## src/rtl/cic_decimating_comb.sv

```systemverilog
// Decimate-by-R and N-stage pipelined comb (differential delay M) of a CIC decimator.
// Optional macro CIC_COMB_ROUND_EN: round-half-up with positive saturation instead of truncation.
module cic_decimating_comb #(
  parameter int W_IN  = 24,
  parameter int W_OUT = 12,
  parameter int R     = 8,
  parameter int N     = 3,
  parameter int M     = 1
) (
  input  logic             clk,
  input  logic             rst_n,
  input  logic [W_IN-1:0]  x,
  input  logic             x_valid,
  output logic [W_OUT-1:0] y,
  output logic             y_valid
);

  localparam int DCW = (R > 1) ? $clog2(R) : 1;
  localparam int NM  = N * M;
  localparam int WCW = $clog2(NM + 1);
  localparam logic [DCW-1:0] DC_LAST = DCW'(R - 1);
  localparam logic [WCW-1:0] WC_SAT  = WCW'(NM);

  logic [DCW-1:0]   dcnt_q, dcnt_d;
  logic [W_IN-1:0]  d_q, d_d;
  // v[0] marks the capture, v[k] a fresh c_k, v[N+1] a fresh scaled value
  logic [N+1:0]     v_q, v_d;
  logic [W_IN-1:0]  c_q [N];
  logic [W_IN-1:0]  c_d [N];
  logic [W_IN-1:0]  z_q [N][M];
  logic [W_IN-1:0]  z_d [N][M];
  logic [W_IN-1:0]  in_w [N];
  logic [W_OUT-1:0] s_q, s_d;
  logic [WCW-1:0]   wcnt_q, wcnt_d;
  logic [W_OUT-1:0] y_q, y_d;
  logic             y_valid_q, y_valid_d;
  logic [W_OUT-1:0] scaled;

  always_comb begin
    in_w[0] = d_q;
    for (int k = 1; k < N; k++) in_w[k] = c_q[k-1];
  end

`ifdef CIC_COMB_ROUND_EN
  if (W_IN > W_OUT) begin : g_round
    localparam logic [W_IN-1:0]  HALF    = W_IN'(1) << (W_IN - W_OUT - 1);
    localparam logic [W_OUT-1:0] SAT_MAX = W_OUT'((64'd1 << (W_OUT - 1)) - 64'd1);
    logic [W_IN-1:0] sum;
    logic            ovf;
    assign sum    = c_q[N-1] + HALF;
    // only a non-negative value can roll over into the sign bit
    assign ovf    = ~c_q[N-1][W_IN-1] & sum[W_IN-1];
    assign scaled = ovf ? SAT_MAX : sum[W_IN-1 -: W_OUT];
  end else begin : g_trunc
    assign scaled = c_q[N-1][W_IN-1 -: W_OUT];
  end
`else
  assign scaled = c_q[N-1][W_IN-1 -: W_OUT];
`endif

  always_comb begin
    dcnt_d    = dcnt_q;
    d_d       = d_q;
    v_d       = '0;
    c_d       = c_q;
    z_d       = z_q;
    s_d       = s_q;
    wcnt_d    = wcnt_q;
    y_d       = y_q;
    y_valid_d = 1'b0;

    if (x_valid) begin
      if (dcnt_q == DC_LAST) begin
        dcnt_d = '0;
        d_d    = x;
        v_d[0] = 1'b1;
      end else begin
        dcnt_d = dcnt_q + 1'b1;
      end
    end

    for (int k = 0; k < N; k++) begin
      if (v_q[k]) begin
        c_d[k]    = in_w[k] - z_q[k][M-1];
        z_d[k][0] = in_w[k];
        for (int i = 1; i < M; i++) z_d[k][i] = z_q[k][i-1];
        v_d[k+1]  = 1'b1;
      end
    end

    if (v_q[N]) begin
      s_d      = scaled;
      v_d[N+1] = 1'b1;
    end

    // warm-up: the first N*M decimated samples update y but raise no strobe
    if (v_q[N+1]) begin
      y_d = s_q;
      if (wcnt_q == WC_SAT) y_valid_d = 1'b1;
      else                  wcnt_d    = wcnt_q + 1'b1;
    end
  end

  always_ff @(posedge clk) begin
    if (!rst_n) begin
      dcnt_q    <= '0;
      d_q       <= '0;
      v_q       <= '0;
      s_q       <= '0;
      wcnt_q    <= '0;
      y_q       <= '0;
      y_valid_q <= 1'b0;
      for (int k = 0; k < N; k++) begin
        c_q[k] <= '0;
        for (int i = 0; i < M; i++) z_q[k][i] <= '0;
      end
    end else begin
      dcnt_q    <= dcnt_d;
      d_q       <= d_d;
      v_q       <= v_d;
      s_q       <= s_d;
      wcnt_q    <= wcnt_d;
      y_q       <= y_d;
      y_valid_q <= y_valid_d;
      for (int k = 0; k < N; k++) begin
        c_q[k] <= c_d[k];
        for (int i = 0; i < M; i++) z_q[k][i] <= z_d[k][i];
      end
    end
  end

  assign y       = y_q;
  assign y_valid = y_valid_q;

endmodule

```

## config.mk

```make
export PLATFORM = sky130hd
export DESIGN_NAME = cic_decimating_comb
export DESIGN_NICKNAME = d
export VERILOG_FILES = /design/src/rtl/cic_decimating_comb.sv
export SDC_FILE = /design/constraint.sdc
export NUM_CORES = 1
export LEC_CHECK = 0
export CAP_MARGIN = 5
export CORE_MARGIN = 4
export CORE_UTILIZATION = 55
export CTS_CLUSTER_SIZE = 40
export DETAILED_ROUTE_END_ITERATION = 8
export GPL_ROUTABILITY_DRIVEN = 0
export PLACE_DENSITY_LB_ADDON = 0.25
export SETUP_SLACK_MARGIN = 0.15
export SLEW_MARGIN = 15
export SYNTH_ARGS = -nofsm -noshare
export SYNTH_HDL_FRONTEND = slang
export SYNTH_SLANG_ARGS = --single-unit
```

## constraint.sdc

```tcl
create_clock -name clk -period 2.38 [get_ports clk]
set_input_delay 0.238 -clock clk [delete_from_list [all_inputs] [get_ports clk]]
set_output_delay 0.238 -clock clk [all_outputs]
set_load 0.01 [all_outputs]
```

==> out/qor.csv <==
metric,value,unit
outcome,"finished, violations left",
violations,negative setup slack,
placed_area,0.0108,mm²
holdCritPathClass,in -> reg,
final_cell_mix,"166 x dfxtp_1, 151 x nor2_1, 118 x mux2i_1",
grt_overflow,0,
cts.sinks,191,
reg2reg_to,c_q[42]$_SDFFE_PN0P_,
slew_headroom,53.3,%
insertion_delay,440,ps
post_drt_wl_per_cell,15.3,µm
end_kind,flip-flop,
synth_seq_cells,191,
stdcell_area,0.0122,mm²
worst_pin_slew,700,ps
dr_total_vias,8052,
p_leak,4.69,nW
diodes,0,
synth_top_area_share,38.4,%
die_height,143,µm
rrSetupSlack,-10,ps
hold_path_depth,2,
required,2700,ps
ff2ff_path_depth,10,
layout_setup_ws,-10.3,ps
grt_pass1_vias,7657,
drtIter0Drc,410,
dieArea,0.0203,mm²
io_buffers,39,
syn_to_final_growth,22.8,%
antenna_found_initial,0,
drt_wl_total,21900,µm
vias_per_cell,5.60,
cts_buffers,17,
synth_warnings,0,
worstSetupPathType,reg -> reg,
worstPathMaxFanout,5,
path_clk_slew,70,ps
skew,11.9,ps
grt_setup_unrepaired,yes,
cts_buffer_depth,2,
cp-start-kind,flip-flop,
die_w,143,µm
fmax,418,MHz
ys_seq_area_share,38.4,%
hold_viol_final,0,
holdPathEnd,d_q[19]$_SDFFE_PN0P_,
grt_pass1_wl,35300,µm
first_pass_iters,4,
min_from,x[19],
cts_htree_levels,4,
grt_max_degree,34,
r2r_start,z_q[24]$_SDFFE_PN0P_,
multiInputGateArea,0.00624,mm²
synth_area,0.00997,mm²
cts_tree,done,
ys_async_sr_fraction,0,%
ios,40,
core,0.0175,mm²
synth-edff-count,0,
drv_slew,0,
min_period,2390,ps
setup-tns-final,-10.3,ps
nNetsFinal,1300,
rows,48,
initial_core_util,56.8,%
period_share,100,%
drv_cap,0,
ir_drop,0.523,mV
dp_hpwl,14200,µm
syn_avg_cell_area,8.85,µm²
synth.largest_area_cell,dfxtp_1,
syn_inst,1126,
synth_fp_nets,1226,
ys.flop_type,dfxtp_1,
seq_area,0.00386,mm²
drive_gt1_share,18.9,%
post-route-util,69.8,%
setup_viol,1,
ctsHoldBuffers,0,
final_common_cell,dfxtp_1,
p_per_area,518,mW/mm²
postRouteAntennaNets,0,
crit_arrival,2710,ps
cts_root_buf,clkbuf_16,
grtUsageTotal,20.6,%
fill_cells,1363,
synth_area_leaders,"dfxtp_1 38%, mux2i_1 12%, ha_1 8.9%",
drc,0,
ys_types,70,
-- per-stage QoR --
stage / power [W] / setup WS (ps) / instances / hold slack [ps]
2_1_floorplan: 0.00333 / 141 / 1126 / 364
3_3_place_gp: 0.00340 / 31.0 / 1378 / 445
3_5_place_dp: 0.00340 / -64.6 / 1378 / 450
4_1_cts: 0.00638 / 21.5 / 1423 / 372
5_1_grt: 0.00652 / -123 / 1438 / 380
6_report: 0.00633 / -10.3 / 1438 / 389
-- registers in the layout (all words and copies together) (netlist names) --
name and cells:
z_q 72, c_q 60, d_q 24, s_q 12
y 12, v_q 5, dcnt_q 3, wcnt_q 2
y_valid 1
-- timing repair --
item / CTS / global route
pin swaps: 37 / 64
setup endpoints to repair: 29 / 35
hold endpoints to repair: 0 / 0
setup buffers: 13 / 15
resized for setup: 61 / 79
-- Yosys cell counts, types with 27 or more instances --
cell / number
dfxtp_1: 191
nor2_1: 153
mux2i_1: 118
inv_1: 85
ha_1: 71
a21oi_1: 56
nand2_1: 51
nand3_1: 44
o21ai_0: 40
clkbuf_1: 39
a22o_1: 27
-- worst max-delay path by stage --
stage                                 endpoint                 start  cells after the start  slack (ps)
final                     c_q[42]$_SDFFE_PN0P_  z_q[24]$_SDFFE_PN0P_                     10         -10
after global routing      c_q[46]$_SDFFE_PN0P_  c_q[48]$_SDFFE_PN0P_                     11        -120
after CTS                 c_q[38]$_SDFFE_PN0P_  z_q[24]$_SDFFE_PN0P_                     10          20
after detailed placement  c_q[23]$_SDFFE_PN0P_   z_q[8]$_SDFFE_PN0P_                     10         -60
after global placement    c_q[23]$_SDFFE_PN0P_   z_q[8]$_SDFFE_PN0P_                     10          30
after floorplan           c_q[42]$_SDFFE_PN0P_  c_q[48]$_SDFFE_PN0P_                     11         140
-- cells by family after synthesis --
logic type	after synthesis	synth area share (%)
mux	119	12.0
flops	191	38.4
xor+xnor	38	3.34
simple gates	331	15.4
buf+inv	137	5.17
fa+ha+maj	73	9.32
compound gates	237	16.5
-- per-layer routing --
layer / up-vias / track usage (%) / share of wire, %
li1: 4082 / - / -
met1: 3738 / 26.1 / 45
met2: 182 / 35.5 / 49
met3: 50 / 3.38 / 3.2
met4: 0 / 7.00 / 2.2
met5: - / 0 / 0
-- layout make-up --
cell class	count	area share, %
timing repair buffer	106	7.39
multi-input combinational	798	51.0
inverter	86	2.66
sequential	191	31.5
clock buffer	17	3.48
tap	225	2.30
clock inverter	15	1.65
-- worst max-delay path: stages (launching register included) --
cell	delay [ps]
dfxtp_2	370
ha_4	150
fa_2	220
nor2b_4	50
o31a_1	300
o31a_1	330
a31oi_4	290
a21oi_4	120
a211oi_2	210
xor2_1	170
o21ai_1	70
-- where the power goes --
group | switching (W) | internal (W) | leakage (nW)
Combinational | 0.0000717 | 0.0000566 | 2.84
Sequential | 0.00000251 | 0.00319 | 1.55
Clock | 0.00132 | 0.00169 | 0.295
Total | 0.00139 | 0.00494 | 4.69
Note: power is estimated with default switching activity, not from simulation.
